[src/rtl/stream_pkg.sv]
// Shared types and helpers for the streaming dot-product datapath:
// FSM state encoding, operand width helpers and the saturating accumulate.
package stream_pkg;

    // Working width for the saturating add; accumulators up to SAT_W-2 bits fit.
    localparam int SAT_W = 64;

    typedef enum logic [1:0] {
        IDLE  = 2'd0,
        ACCUM = 2'd1,
        DONE  = 2'd2
    } state_t;

    typedef struct packed {
        logic                    sat;
        logic signed [SAT_W-1:0] value;
    } sat_result_t;

    function automatic int prod_w(input int data_w);
        return 2 * data_w;
    endfunction

    function automatic int sum_w(input int data_w, input int lanes);
        return 2 * data_w + $clog2(lanes);
    endfunction

    // Adds a beat sum into the accumulator, clamping to the signed acc_w range.
    function automatic sat_result_t sat_add(input logic signed [SAT_W-1:0] acc,
                                            input logic signed [SAT_W-1:0] sum,
                                            input int                      acc_w);
        logic signed [SAT_W:0] total;
        logic signed [SAT_W:0] max_v;
        logic signed [SAT_W:0] min_v;
        sat_result_t           res;
        total = {acc[SAT_W-1], acc} + {sum[SAT_W-1], sum};
        max_v = ({{SAT_W{1'b0}}, 1'b1} << (acc_w - 1)) - {{SAT_W{1'b0}}, 1'b1};
        min_v = ~max_v;
        if (total > max_v) begin
            res.sat   = 1'b1;
            res.value = max_v[SAT_W-1:0];
        end else if (total < min_v) begin
            res.sat   = 1'b1;
            res.value = min_v[SAT_W-1:0];
        end else begin
            res.sat   = 1'b0;
            res.value = total[SAT_W-1:0];
        end
        return res;
    endfunction

endpackage

[src/rtl/stream_dot_product_tree.sv]
// First pipeline stage: per-lane signed products registered on an accepted
// beat, followed by the combinational sign-extending adder tree.
module lane_product_tree
    import stream_pkg::*;
#(
    parameter  int DATA_W = 8,
    parameter  int LANES  = 4,
    localparam int PROD_W = prod_w(DATA_W),
    localparam int SUM_W  = sum_w(DATA_W, LANES)
) (
    input  logic                    clk,
    input  logic                    reset_n,
    input  logic                    en,
    input  logic [LANES*DATA_W-1:0] in_a,
    input  logic [LANES*DATA_W-1:0] in_b,
    output logic                    prod_valid,
    output logic signed [SUM_W-1:0] sum
);

    logic signed [PROD_W-1:0] prod_r [LANES];
    logic                     valid_r;
    logic signed [SUM_W-1:0]  sum_s;

    // Product registers only load on a handshake so bubbles leave them untouched.
    always_ff @(posedge clk or negedge reset_n) begin
        if (!reset_n) begin
            valid_r <= 1'b0;
            for (int i = 0; i < LANES; i++) begin
                prod_r[i] <= '0;
            end
        end else begin
            valid_r <= en;
            if (en) begin
                for (int i = 0; i < LANES; i++) begin
                    prod_r[i] <= PROD_W'($signed(in_a[i*DATA_W +: DATA_W]))
                               * PROD_W'($signed(in_b[i*DATA_W +: DATA_W]));
                end
            end
        end
    end

    // Beat total: sign-extended lane products summed at full tree width.
    always_comb begin
        sum_s = '0;
        for (int i = 0; i < LANES; i++) begin
            sum_s = sum_s + SUM_W'(prod_r[i]);
        end
    end

    assign prod_valid = valid_r;
    assign sum        = sum_s;

endmodule

[src/rtl/stream_dot_product.sv]
// Multi-lane streaming dot product: counts cfg_len beats, accumulates with
// saturation and holds the result on a valid/ready output port.
module stream_dot_product
    import stream_pkg::*;
#(
    parameter int DATA_W = 8,
    parameter int LANES  = 4,
    parameter int ACC_W  = 24,
    parameter int LEN_W  = 16
) (
    input  logic                    clk,
    input  logic                    reset_n,
    input  logic                    start,
    input  logic [LEN_W-1:0]        cfg_len,
    output logic                    busy,
    input  logic                    in_valid,
    output logic                    in_ready,
    input  logic [LANES*DATA_W-1:0] in_a,
    input  logic [LANES*DATA_W-1:0] in_b,
    output logic                    out_valid,
    input  logic                    out_ready,
    output logic [ACC_W-1:0]        out_data,
    output logic                    out_sat
);

    localparam int SUM_W = sum_w(DATA_W, LANES);

    generate
        if (ACC_W < SUM_W || ACC_W > SAT_W - 2) begin : g_bad_acc_w
            $error("stream_dot_product: ACC_W out of supported range");
        end
    endgenerate

    state_t                  state_r;
    logic [LEN_W-1:0]        len_r;
    logic [LEN_W-1:0]        cnt_r;
    logic signed [ACC_W-1:0] acc_r;
    logic                    sat_r;
    logic                    last_r;
    logic                    busy_r;
    logic                    in_ready_r;
    logic                    out_valid_r;
    logic [ACC_W-1:0]        out_data_r;
    logic                    out_sat_r;

    logic                    hs_s;
    logic                    prod_valid_s;
    logic signed [SUM_W-1:0] sum_s;
    sat_result_t             sat_res_s;
    logic signed [ACC_W-1:0] acc_next_s;
    logic                    fit_err_s;
    logic                    sat_next_s;

    assign hs_s = in_valid & in_ready_r;

    lane_product_tree #(
        .DATA_W (DATA_W),
        .LANES  (LANES)
    ) u_tree (
        .clk        (clk),
        .reset_n    (reset_n),
        .en         (hs_s),
        .in_a       (in_a),
        .in_b       (in_b),
        .prod_valid (prod_valid_s),
        .sum        (sum_s)
    );

    assign sat_res_s = sat_add({{(SAT_W-ACC_W){acc_r[ACC_W-1]}}, acc_r},
                               {{(SAT_W-SUM_W){sum_s[SUM_W-1]}}, sum_s},
                               ACC_W);
    // A clamped value that does not fit ACC_W is treated as a saturation event.
    assign fit_err_s  = |(sat_res_s.value[SAT_W-1:ACC_W-1]
                          ^ {(SAT_W-ACC_W+1){sat_res_s.value[ACC_W-1]}});
    assign acc_next_s = sat_res_s.value[ACC_W-1:0];
    assign sat_next_s = sat_res_s.sat | fit_err_s;

    // Control FSM, beat counter, accumulator and registered output port.
    always_ff @(posedge clk or negedge reset_n) begin
        if (!reset_n) begin
            state_r     <= IDLE;
            len_r       <= '0;
            cnt_r       <= '0;
            acc_r       <= '0;
            sat_r       <= 1'b0;
            last_r      <= 1'b0;
            busy_r      <= 1'b0;
            in_ready_r  <= 1'b0;
            out_valid_r <= 1'b0;
            out_data_r  <= '0;
            out_sat_r   <= 1'b0;
        end else begin
            case (state_r)
                IDLE: begin
                    if (start) begin
                        len_r     <= cfg_len;
                        cnt_r     <= '0;
                        acc_r     <= '0;
                        sat_r     <= 1'b0;
                        last_r    <= 1'b0;
                        out_sat_r <= 1'b0;
                        busy_r    <= 1'b1;
                        if (cfg_len != '0) begin
                            state_r    <= ACCUM;
                            in_ready_r <= 1'b1;
                        end else begin
                            state_r     <= DONE;
                            out_valid_r <= 1'b1;
                            out_data_r  <= '0;
                        end
                    end
                end
                ACCUM: begin
                    if (hs_s) begin
                        cnt_r <= cnt_r + LEN_W'(1);
                        if (cnt_r == len_r - LEN_W'(1)) begin
                            in_ready_r <= 1'b0;
                            last_r     <= 1'b1;
                        end
                    end
                    // Stage 2: the beat accepted on the previous edge lands here.
                    if (prod_valid_s) begin
                        acc_r <= acc_next_s;
                        sat_r <= sat_r | sat_next_s;
                        if (last_r) begin
                            last_r      <= 1'b0;
                            out_valid_r <= 1'b1;
                            out_data_r  <= acc_next_s;
                            out_sat_r   <= sat_r | sat_next_s;
                            state_r     <= DONE;
                        end
                    end
                end
                DONE: begin
                    if (out_ready) begin
                        out_valid_r <= 1'b0;
                        busy_r      <= 1'b0;
                        state_r     <= IDLE;
                    end
                end
                default: begin
                    state_r <= IDLE;
                end
            endcase
        end
    end

    assign busy      = busy_r;
    assign in_ready  = in_ready_r;
    assign out_valid = out_valid_r;
    assign out_data  = out_data_r;
    assign out_sat   = out_sat_r;

endmodule

[config.mk]
export PLATFORM = sky130hd
export DESIGN_NAME = stream_dot_product
export DESIGN_NICKNAME = d
export VERILOG_FILES = /design/src/rtl/stream_pkg.sv /design/src/rtl/stream_dot_product_tree.sv /design/src/rtl/stream_dot_product.sv
export SDC_FILE = /design/constraint.sdc
export NUM_CORES = 1
export LEC_CHECK = 0
export CAP_MARGIN = 30
export CORE_AREA = 5 5 242 244
export DETAILED_ROUTE_END_ITERATION = 8
export DIE_AREA = 0 0 247 249
export PLACE_DENSITY = 0.51
export SYNTH_ARGS = -nofsm -noshare
export SYNTH_HDL_FRONTEND = slang
export SYNTH_SLANG_ARGS = --single-unit
[constraint.sdc]
create_clock -name clk -period 5.6 [get_ports clk]
set_input_delay 0.56 -clock clk [delete_from_list [all_inputs] [get_ports clk]]
set_output_delay 0.56 -clock clk [all_outputs]
set_load 0.02 [all_outputs]
# After elaboration in Yosys (flattened, before gate mapping)
# Cells that the tools add are included.
# totals
in_bits	85
word_cells	102
out_inout_bits	28
register_bits	153
# classes
order_cmp	2
n_eq_ne	11
n_mul	4
reduce_logical	16
add_sub_neg	6
n_bitwise	4
n_mux	43
# ops
cell	count
24-bit 2-to-1 mux	6
65-bit 2-to-1 mux	2
24-bit case mux with 2 select lines	2
8-bit by 8-bit multiplier with 16-bit output	4
41-bit OR reduction	1
41-bit XOR	1
16-bit 2-to-1 mux	2
16-bit case mux with 2 select lines	1
24-bit by 18-bit adder with 25-bit output	1
25-bit by 24-bit > comparator with 1-bit output, second input constant	1
25-bit by 24-bit < comparator with 1-bit output, second input constant	1
17-bit by 16-bit adder with 18-bit output	1
18-bit by 16-bit adder with 18-bit output	1
1-bit 2-to-1 mux	18
16-bit by 16-bit adder with 17-bit output	1
16-bit by 1-bit adder with 16-bit output, second input constant	1
16-bit == test	1
16-bit nonzero test	1
16-bit by 1-bit subtractor with 16-bit output, second input constant	1
2-bit inequality test, second input constant	6
2-bit 2-to-1 mux	5
1-bit case mux with 2 select lines	5
5-bit AND reduction	2
3-bit AND reduction	3
other kinds (13)	18

# Logic depth before layout (Yosys ltp)
# Gate-level depths: netlist of run 1.
# logic_depth
word_depth	14
ltp_mapped	19
ltp_nobuf	19

# Hierarchy
# A second synthesis of run 1 with hierarchy kept.
# hier_totals
cells_unflattened	2093
area_unflattened_um2	19434.9
# modules_own_cells
mod	cells_each	area_each_um2	seq_area_each_um2	instances
lane_product_tree	1436	13827.0	1626.6	1
stream_dot_product	657	5607.9	2202.1	1

# Worst setup path before layout of run 1
# Ideal clock, no wire load.
# synth_path
path_type	register to register
startpoint	register acc_r[1]
endpoint	register out_data_r[13], in the netlist out_data[13]
stages_incl_launch_ff	19
setup_ps	66
period_less_slack_ps	4540
slack_ps	1060
arrival_time_ps	4473
required_time_ps	5534
path_cell_list	dfrtp_1 inv_1 fa_1 fa_1 fa_1 inv_1 ha_1 inv_1 fa_1 nand2b_1 a21oi_2 o41a_4 a311oi_4 or4_4 a22oi_4 nand2_4 nor2_8 buf_6 a221o_1
# synth_via
elab_chain_len	7
elab_cells_between_ends	8
cone_classes	add/sub: 1; order compare: 2; mux: 5
# synth_lines
item	line_no	text
start: declaration	stream_dot_product.sv:37	logic signed [ACC_W-1:0] acc_r;
start signal: assignment	stream_dot_product.sv:123	acc_r <= acc_next_s;
24-bit by 18-bit adder with 25-bit output (*)	stream_pkg.sv:35	total = {acc[SAT_W-1], acc} + {sum[SAT_W-1], sum};
25-bit by 24-bit < comparator with 1-bit output	stream_pkg.sv:41	end else if (total < min_v) begin
65-bit 2-to-1 mux	stream_pkg.sv:41	
65-bit 2-to-1 mux (*)	stream_pkg.sv:38	if (total > max_v) begin
24-bit 2-to-1 mux (*)	stream_dot_product.sv:125	if (last_r) begin
24-bit 2-to-1 mux (*)	stream_dot_product.sv:122	if (prod_valid_s) begin
24-bit case mux with 2 select lines (*)	stream_dot_product.sv:93	case (state_r)
end signal: assignment	stream_dot_product.sv:128	out_data_r <= acc_next_s;
end: declaration	stream_dot_product.sv:43	logic [ACC_W-1:0] out_data_r;
# Every way passes the cells marked *; elsewhere a longest branch is shown, timed or not. The select of a mux whose other input is x is not followed.
# A chain may end at the register's enable or synchronous reset.

# Final worst setup path of run 1
# layout_path
startpoint	register u_tree.prod_r[1] (netlist name)
endpoint	register acc_r[13]
# layout_via
elab_chain_len	7
elab_cells_between_ends	8
cone_classes	add/sub: 2; order compare: 2; mux: 4
# layout_lines
item	line_no	text
start: declaration	stream_dot_product_tree.sv:20	logic signed [PROD_W-1:0] prod_r [LANES];
start signal: indexed assignment	stream_dot_product_tree.sv:35	prod_r[i] <= PROD_W'($signed(in_a[i*DATA_W +: DATA_W]))
18-bit by 16-bit adder with 18-bit output (*)	stream_dot_product_tree.sv:46	sum_s = sum_s + SUM_W'(prod_r[i]);
24-bit by 18-bit adder with 25-bit output (*)	stream_pkg.sv:35	
25-bit by 24-bit < comparator with 1-bit output	stream_pkg.sv:41	
65-bit 2-to-1 mux	stream_pkg.sv:41	
65-bit 2-to-1 mux (*)	stream_pkg.sv:38	
24-bit 2-to-1 mux (*)	stream_dot_product.sv:122	
24-bit case mux with 2 select lines (*)	stream_dot_product.sv:93	
# Marks and branches as above.

==> results of run 1 <==
[path summary, 6_finish.rpt]
path	cells after the start	slack (ps)	from	to
setup / recovery	17	510	u_tree.prod_r[1]	acc_r[13]
hold / removal	1	30	reset_n	len_r[1]
setup reg to reg	17	510	u_tree.prod_r[1]	acc_r[13]
hold reg to reg	2	480	u_tree.prod_r[58]	u_tree.prod_r[58]
max in group asynchronous	2	4390	reset_n	u_tree.prod_r[20]
min in group clk	2	480	u_tree.prod_r[58]	u_tree.prod_r[58]
[state kept, by name, indices dropped and copies added, names as in the netlist]
| register | count |
|---|---|
| acc_r | 24 |
| out_sat | 1 |
| cnt_r | 16 |
| u_tree.prod_valid | 1 |
| last_r | 1 |
| len_r | 16 |
| u_tree.prod_r | 64 |
| busy | 1 |
| sat_r | 1 |
| state_r | 2 |
| out_valid | 1 |
| in_ready | 1 |
| out_data | 24 |
[layer usage]
| layer | up-vias | part of all wire |
|---|---|---|
| met5 | - | 0 |
| met4 | 0 | 0.013 |
| met3 | 30 | 0.026 |
| met2 | 192 | 0.46 |
| met1 | 6781 | 0.50 |
| li1 | 6693 | - |
[metrics by stage]
step / setup slack (ps) / instance area (um2)
floorplan: 1060 / 19400
global placement: 328 / 21300
detailed placement: 301 / 21300
CTS: 526 / 22000
global route: 263 / 22000
finish: 506 / 22000
[Yosys cell counts, drive strengths merged (2+ instances only)]
library cell and number:
inv 467, fa 291, nand2 245, dfrtp 153, and2 148, ha 143, o21ai 105, xnor2 75
a21oi 60, nor2 50, nand2b 47, a221o 36, xor2 35, clkbuf 31, a21o 26, nand3 22
nor3 16, buf 12, nor4 11, nand4 9, nor2b 9, o211ai 8, and3 7, a31oi 6
o31ai 5, or2 5, a221oi 4, a22o 4, a41oi 4, mux2i 4, nand3b 4, nand4b 4
nor3b 4, o21bai 4, a211oi 3, a21boi 3, a311oi 3, a31o 3, or3 3, and4 2
nor4b 2, o211a 2, o21a 2
[kinds of logic (layout without fill, tap and decap cells)]
family,count (synthesis),in the layout,share of synthesized area
fa+ha+maj,434,434,0.393
buf+inv,510,623,0.100
mux,5,5,0.00265
flops,153,153,0.198
xor+xnor,110,110,0.0507
compound gates,286,286,0.0985
simple gates,589,589,0.157
[area by class of cell]
type	count	area, um2
repair buffers	124	1210
multi-input cells	1424	13600
fillers	5619	34100
inverters	467	1750
well taps	756	946
flip-flops and latches	153	3830
clock buffers	18	439
clock inverters	14	178
[worst max-delay path: stages, from the launching register on]
cell	delay [ps]
dfrtp_1	370
inv_1	180
fa_1	490
fa_1	530
fa_1	480
inv_1	70
ha_1	190
inv_1	60
fa_1	380
nand2b_1	210
a21oi_2	200
o41a_4	200
a311oi_4	130
or4_4	520
a22oi_4	340
nand2_4	150
nor2_8	320
a221o_1	180
==> summary.txt, run 1 <==
Clock tree
  • CTS root buffer: clkbuf_16
  • Clock transition at the registers of the reported paths: 80 ps
  • Post-CTS Setup Bufs: 0
  • Post-CTS Hold Buffers: 0
  • Clk buf depth: 2
  • Later-pin clock latency in the skew report: 440 ps
  • CTS Buf Count: 17
  • # H-tree levels: 4
  • CTS tree: built
  • # resized after CTS: 0
  • TritonCTS Sinks: roughly 150

Timing
  • Tcrit/Tclk final: 0.910
  • Final Hold Fails: 0
  • RSZ-0062 raised after global routing: false
  • Slew Viols, Final: 0
  • Slew headroom: 0.327
  • F_max: ~200 MHz
  • Final setup violation count: 0
  • Worst-Margin Slew: 1010 ps
  • Worst Skew: approximately 22 ps
  • Hold_ws: approximately 34 ps
  • Fin crit period: 5090 ps
  • Sum Neg Setup Slack: 0 ps

Detailed routing
  • WL final: between 40,000 and 50,000 um
  • Vias: ~14,000
  • Final ANT Viol Nets: 0
  • Pre-Repair DR Iteration Count: 5
  • Starting DRT DRC Count: between 600 and 700
  • # DRC: 0
  • Vias per Instance: 4.63
  • WL/cell: approximately 15 um

Floorplanning
  • Row count: slightly below 90
  • I/O Pins: approximately 110
  • Die height: between 200 and 250 um
  • Die width: about 250 um
  • Core Box Area: 56,100 um2
  • Initial Util: 0.345
  • Die area: ~60,000 um2

Finish
  • Layout cells sized above 1: 0.0318
  • # nets final: 2,706
  • Most frequent cells in the layout: 465 x inv_1, 291 x fa_1, 243 x nand2_1
  • Fin util: 0.392
  • Commonest non-fill, non-tap cell in the layout: inv_1
  • Layout Cells excl Fill: a little under 3,000
  • Area growth, synth to finish: 13.4%
  • ANT cells: 0

Synthesis
  • Mean Syn Cell Area: ~9.3 um2
  • Post-synth top flop: dfrtp_1
  • Yosys cell types: 66
  • Yosys warnings: 0
  • Synthesized Nets: ~2,600
  • Number of synthesized flops with an enable pin: 0
  • Share of flip-flops with an asynchronous set or reset: 1.00
  • Synth top area share: 0.301
  • Post-Syn Instances: approximately 2,100
  • Post-synth top area cell: fa_1
  • Post-synthesis register bit count: around 150
  • Area of the mapped netlist: about 19,000 um2
  • Synth top area cells: fa_1 30%, dfrtp_1 20%, ha_1 9.2%, inv_1 9.0%, and2_1 4.8%
  • Sequential element share of the synthesized area: 0.198

Global routing
  • Global Route Usage Sum: 0.152
  • Most crowded layer after global routing: met2
  • GR Overflow Total: 0
  • GRT met2 Usage: 0.244
  • Number of global-route vias before repair: ~15,000
  • First-pass GRT wire length: about 77,000 um
  • GRT met3 Usage: 0.0158
  • Initial antenna violation count: 0
  • Largest net degree at the start of global routing: between 70 and 80
  • Met1 GRT Util: 0.226

Worst setup path
  • Crit Path Class: reg2reg
  • CP Data Required Time: ~6000 ps
  • Critical Path AT: approximately 5500 ps
  • Critical Path Fanout Max: 18
  • CP Capture Type: register
  • Setup crit start kind: register

Min path
  • Hold Path Class: in2async

Placed design
  • Port Buffers: roughly 110
  • Placed insts: roughly 2,900
  • DP HPWL: ~38,000 um
  • GPL Wtd Cong: between 0.8 and 0.9

Outcome
  • Status: complete, no violations

Flow run
  • Max cap viols: 0
Power of run 1 is left out: the tool's default activity adds up to more than one toggle a clock period on the data nets, which glitch-free logic cannot reach.
==> inputs of run 2 (changes only) <==
clock period = 5 ns   (was 5.6 ns; I/O delays follow)
==> run 2 against run 1 <==
Against the previous run: fmax is 4.8% higher; worst setup slack worse by 360 ps; core utilization is 1.7 points higher; routed wire length hardly changed; final cell count is 3.7% higher; critical path depth is 1 lower; hold slack worse by 8.1 ps; first-iteration DRC count is 8.2% higher; non-clock buffer count is 109 higher.
==> summary.txt, run 2 (synthesis gave the netlist of run 1 again) <==
Worst setup path
  • Worst path cell trace: inv_1 -> fa_1 -> inv_1 -> fa_1 -> fa_1 -> ha_1 -> o211ai_2 -> a21oi_4 -> o41a_4 -> a311oi_4 -> or4_4 -> a22oi_4 -> nor2_8 -> nor2_8 -> buf_12 -> a221o_1
  • Setup crit start kind: register
  • Crit path depth: 16 (-1)
  • Crit-path slowest cell: fa_1
  • Crit-path leading delay family: adder cells
  • Critical Path AT: 5160 ps (-300 ps)
  • CP Capture Type: register
  • RR Startpoint: u_tree.prod_r[4]
  • Reg2Reg Depth: 16 (-1)
  • Worst R2R End: acc_r[16]
  • Crit Path Class: reg2reg
  • CP Data Required Time: 5300 ps (-670 ps)
  • CP dominant cell by count: fa_1
  • R2R Setup Slk: 140 ps (-360 ps)
  • WP buf/inv: 3 (unchanged)
  • Slowest cell delay on critical path: 540 ps (about the same)
  • Critical Path Fanout Max: 19 (+1)

Timing
  • F_max: 206 MHz (+4.8%)
  • Final setup margin: 142 ps (-365 ps)
  • Final Hold Fails: 0 (unchanged)
  • Tcrit/Tclk final: 0.972 (+0.0621)
  • Slew headroom: 0.345 (+0.0177)
  • Slew Viols, Final: 0 (unchanged)
  • Final setup violation count: 0 (unchanged)
  • Worst Skew: 18.2 ps (-3.36 ps)
  • Fin crit period: 4860 ps (-235 ps)
  • Worst-Margin Slew: 983 ps (-26.6 ps)

Placed design
  • Port Buffers: 112 (unchanged)
  • Dpl cell area: 22,100 um2 (+3.6%)
  • Dpl ws: -375 ps (-675 ps)
  • DP HPWL: 38,400 um (+1.3%)
  • GPL Wtd Cong: 0.843 (+0.12%)

Global routing
  • Initial antenna violation count: 0 (unchanged)
  • Number of global-route vias before repair: 14,760 (-0.18%)
  • GR Overflow Total: 0 (unchanged)
  • Largest net degree at the start of global routing: 97 (+31%)
  • Met1 GRT Util: 0.224 (-0.00149)
  • GRT met3 Usage: 0.0142 (-0.00161)
  • Most crowded layer after global routing: met2
  • Global Route Usage Sum: 0.149 (-0.00254)
  • First-pass GRT wire length: 76,300 um (-1.2%)
  • GRT met2 Usage: 0.241 (-0.00291)

Finish
  • ANT cells: 0 (unchanged)
  • Commonest non-fill, non-tap cell in the layout: inv_1
  • Layout cells sized above 1: 0.0823 (+0.0504)
  • Most flop-heavy register: u_tree.prod_r
  • Most frequent cells in the layout: 463 x inv_1, 290 x fa_1, 243 x nand2_1
  • Fill count: 5,611 (-0.14%)
  • # nets final: 2,816 (+4.1%)
  • Cell area after layout: 22,900 um2 (+4.5%)
  • Area growth, synth to finish: 18.4%
  • Max FFs per register: 64 (unchanged)

Clock tree
  • CTS tree: built
  • Post-CTS Hold Buffers: 0 (unchanged)
  • CTS Buf Count: 17 (unchanged)
  • Later-pin clock latency in the skew report: 430 ps (about the same)
  • Clk buf depth: 2 (unchanged)
  • CTS root buffer: clkbuf_16
  • # H-tree levels: 4 (unchanged)
  • TritonCTS Sinks: 153 (unchanged)
  • Clock transition at the registers of the reported paths: 70 ps (about the same)

Detailed routing
  • # DRC: 0 (unchanged)
  • Pre-Repair DR Iteration Count: 4 (-1)
  • WL/cell: 14.8 um (-3.6%)
  • WL final: 45,400 um (about the same)
  • Vias per Instance: 4.61 (-0.40%)
  • Final ANT Viol Nets: 0 (unchanged)
  • Starting DRT DRC Count: 736 (+8.2%)
  • Vias: 14,149 (+3.3%)

Floorplanning
  • Initial Util: 0.345 (unchanged)
  • Row count: 87 (unchanged)
  • I/O Pins: 113 (unchanged)
  • Core Box Area: 56,100 um2 (unchanged)
  • Die height: 249 um (unchanged)
  • Die area: 61,500 um2 (unchanged)
  • Die width: 247 um (unchanged)

Min path
  • Hold Path Class: in2async

Outcome
  • Status: complete, no violations

Flow run
  • Max cap viols: 0 (unchanged)
==> run 2: worst reg2reg max path, stage by stage, from the launching register on <==
cell,delay [ps]
dfrtp_1,340
inv_1,120
fa_1,540
inv_1,60
fa_1,510
fa_1,510
ha_1,380
o211ai_2,210
a21oi_4,50
o41a_4,460
a311oi_4,420
or4_4,210
a22oi_4,100
nor2_8,230
nor2_8,70
buf_12,160
a221o_1,370
==> run 2: metal layers <==
metal | vias to the layer above | share of wire
li1 | 6918 | -
met1 | 7020 | 0.50
met2 | 193 | 0.46
met3 | 18 | 0.032
met4 | 0 | 0.0078
met5 | - | 0
==> run 2: through the flow <==
stage / setup TNS (ps) / hold slack [ps] / utilization / instances
2_1_floorplan: 0 / 204 / - / 2087
3_3_place_gp: -447 / 460 / 0.394 / 3025
3_5_place_dp: -708 / 465 / 0.394 / 3025
4_1_cts: 0 / 35.8 / 0.405 / 3057
5_1_grt: -1.47 / 48.0 / 0.409 / 3066
6_report: 0 / 26.3 / 0.409 / 3066
==> run 2: worst max-delay path by stage <==
stage	startpoint	endpoint	slack (ps)
CTS	u_tree.prod_r[1]	acc_r[11]	30
floorplan	acc_r[1]	out_data[13]	460
global placement	in_a[6]	u_tree.prod_r[63]	-320
detailed placement	in_a[6]	u_tree.prod_r[63]	-370
global route	u_tree.prod_r[4]	acc_r[18]	-1
finish	u_tree.prod_r[4]	acc_r[16]	140
==> run 2: final cells by class <==
class	instances	area, um2	share of cell area
multi-input cells	1425	13700	0.596
clock buffers	20	447	0.0195
well taps	756	946	0.0412
clock inverters	12	186	0.00813
flip-flops and latches	153	3830	0.167
repair buffers	233	2110	0.0920
inverters	467	1750	0.0764
==> run 2: timing repair <==
action	4_1_cts	5_1_grt
setup buffers	0	5
resized for setup	0	14
setup endpoints to repair	0	49
Power of run 2 is left out for the same reason.
==> inputs of run 3 (changes only) <==
--- a/config.mk
+++ b/config.mk
@@ -8,2 +8,4 @@
 export CAP_MARGIN = 30
+export CELL_PAD_IN_SITES_DETAIL_PLACEMENT = 1
+export CELL_PAD_IN_SITES_GLOBAL_PLACEMENT = 2
 export CORE_AREA = 5 5 242 244
@@ -11,3 +13,3 @@
 export DIE_AREA = 0 0 247 249
-export PLACE_DENSITY = 0.51
+export PLACE_DENSITY = 0.74
 export SYNTH_ARGS = -nofsm -noshare
--- a/constraint.sdc
+++ b/constraint.sdc
@@ -3,2 +3,2 @@
 set_output_delay 0.5 -clock clk [all_outputs]
-set_load 0.02 [all_outputs]
+set_load 0.05 [all_outputs]
==> run 3 against run 2 <==
Against the previous run: final cell count grew 0.26%; critical path type unchanged; sequential share of layout area is essentially flat; core utilization is essentially flat.
==> summary.txt, run 3 (synthesis gave the netlist of run 1 again) <==
Outcome
  • Status: complete, no violations

Global routing
  • GR Overflow Total: 0 (unchanged)
  • First-pass GRT wire length: 85,500 um (+12%)
  • Global Route Usage Sum: 0.168 (+0.0189)
  • GRT met2 Usage: 0.283 (+0.0416)
  • Initial antenna violation count: 0 (unchanged)
  • Most crowded layer after global routing: met2
  • Largest net degree at the start of global routing: 91 (-6.2%)
  • Number of global-route vias before repair: 16,330 (+11%)
  • Met1 GRT Util: 0.245 (+0.0211)
  • GRT met3 Usage: 0.0139 (-0.000215)

Floorplanning
  • Die height: 249 um (unchanged)
  • Initial Util: 0.345 (unchanged)
  • Core Box Area: 56,100 um2 (unchanged)
  • Die area: 61,500 um2 (unchanged)
  • Row count: 87 (unchanged)
  • Die width: 247 um (unchanged)
  • I/O Pins: 113 (unchanged)

Flow run
  • Max cap viols: 0 (unchanged)

Timing
  • Final Hold Fails: 0 (unchanged)
  • Worst Skew: 15.7 ps (-2.45 ps)
  • F_max: 209 MHz (+1.6%)
  • Sum Neg Setup Slack: 0 ps (unchanged)
  • Slew headroom: 0.434 (+0.0889)
  • Final setup violation count: 0 (unchanged)
  • Worst-Margin Slew: 849 ps (-133 ps)
  • Fin crit period: 4780 ps (-75.9 ps)
  • Slew Viols, Final: 0 (unchanged)
  • Tcrit/Tclk final: 0.957 (-0.0152)

Min path
  • Hold Path Class: in2async

Clock tree
  • Post-CTS Hold Buffers: 0 (unchanged)
  • Clk buf depth: 2 (unchanged)
  • Later-pin clock latency in the skew report: 440 ps (about the same)
  • CTS tree: built
  • Clock transition at the registers of the reported paths: 70 ps (about the same)
  • # H-tree levels: 4 (unchanged)
  • TritonCTS Sinks: 153 (unchanged)
  • CTS root buffer: clkbuf_16
  • CTS Buf Count: 17 (unchanged)

Worst setup path
  • CP Data Required Time: 5360 ps (+60 ps)
  • WP buf/inv: 4 (+1)
  • Critical Path Fanout Max: 5 (-14)
  • Crit-path slowest cell: or4_4
  • Slowest cell delay on critical path: 520 ps (-20 ps)
  • Setup crit start kind: register
  • CP Capture Type: register
  • Critical Path AT: 5140 ps (-20 ps)
  • CP dominant cell by count: fa_1
  • Crit-path leading delay family: adder cells
  • Worst path cell trace: inv_2 -> fa_1 -> fa_1 -> fa_1 -> inv_1 -> ha_1 -> inv_1 -> fa_2 -> nand2b_4 -> a21oi_4 -> o41a_4 -> a311oi_4 -> or4_4 -> a22oi_4 -> nor2_8 -> buf_4 -> or2_1 -> o21ai_1
  • Crit Path Class: reg2reg
  • R2R Setup Slk: 220 ps (+80 ps)

Finish
  • Layout Cells excl Fill: 3,074 (+0.26%)
  • # nets final: 2,824 (+0.28%)
  • Layout cells sized above 1: 0.0863 (+0.00403)
  • Commonest non-fill, non-tap cell in the layout: inv_1
  • Max FFs per register: 64 (unchanged)
  • Most frequent cells in the layout: 464 x inv_1, 289 x fa_1, 243 x nand2_1
  • Most flop-heavy register: u_tree.prod_r
  • Fin util: 0.409 (-0.000446)
  • ANT cells: 0 (unchanged)
  • Cell area after layout: 22,900 um2 (-0.11%)
  • Area growth, synth to finish: 18.3%

Detailed routing
  • Final ANT Viol Nets: 0 (unchanged)
  • Vias per Instance: 4.68 (+1.5%)
  • Starting DRT DRC Count: 543 (-26%)
  • # DRC: 0 (unchanged)
  • WL final: 50,000 um (+10%)
  • Vias: 14,398 (+1.8%)
  • Pre-Repair DR Iteration Count: 4 (unchanged)
  • WL/cell: 16.2 um (+9.8%)

Placed design
  • DP HPWL: 42,400 um (+10%)
  • Port Buffers: 112 (unchanged)
  • Dpl cell area: 22,200 um2 (+0.44%)
  • Placed insts: 3,038 (+0.43%)
  • GPL Wtd Cong: 0.831 (-1.4%)
==> run 3: cell count changes in the layout (fill, tap and decap cells not counted), moves of 3 or more <==
cell / change
inv_6: -3
clkinv_4: +3
bufinv_16: -3
buf_4: +12
==> run 3: routing by layer <==
metal,part of all wire,wire (um),up-vias
met4,0.0049,245,0
met5,0,0,-
met2,0.48,24100,131
met1,0.49,24600,7329
met3,0.019,941,15
li1,-,-,6923
==> run 3: layout make-up <==
type                       instances  area [um2]
fill                            6452       33100
multi-input combinational       1424       13700
sequential                       153        3830
timing repair buffer             242        2140
inverter                         467        1750
tap                              756         946
clock buffer                      22         474
clock inverter                    10        95.1
==> run 3: worst paths after layout <==
| check | start | end | cells after the start |
|---|---|---|---|
| setup reg to reg | u_tree.prod_r[1] | out_data[0] | 18 |
| min in group clk | u_tree.prod_r[48] | u_tree.prod_r[48] | 2 |
| hold / removal | reset_n | cnt_r[7] | 1 |
| max in group asynchronous | reset_n | u_tree.prod_r[49] | 2 |
| hold reg to reg | u_tree.prod_r[48] | u_tree.prod_r[48] | 2 |
| setup / recovery | u_tree.prod_r[1] | out_data[0] | 18 |
==> run 3: repair_timing <==
action | 4_1_cts | 5_1_grt
buffers inserted | 2 | 1
resized for setup | 1 | 14
endpoints found under the setup margin | 4 | 49
pin swaps | 1 | 6
==> run 3: worst register-to-register path, delay by kind of cell (launching register included) <==
family,cells,cell delay [ps]
AOI/OAI and AO/OA,5,940
adders and majority gates,5,1960
buffers and inverters,4,400
DFF,1,380
and+or+nand+nor,4,1030
==> run 3: through the flow <==
step	setup WS [ps]	hold WS [ps]
final	217	72.2
after global placement	-210	461
after floorplan	460	204
after detailed placement	-327	469
after CTS	0.549	89.5
after global routing	-8.12	117
Power of run 3 is left out for the same reason.
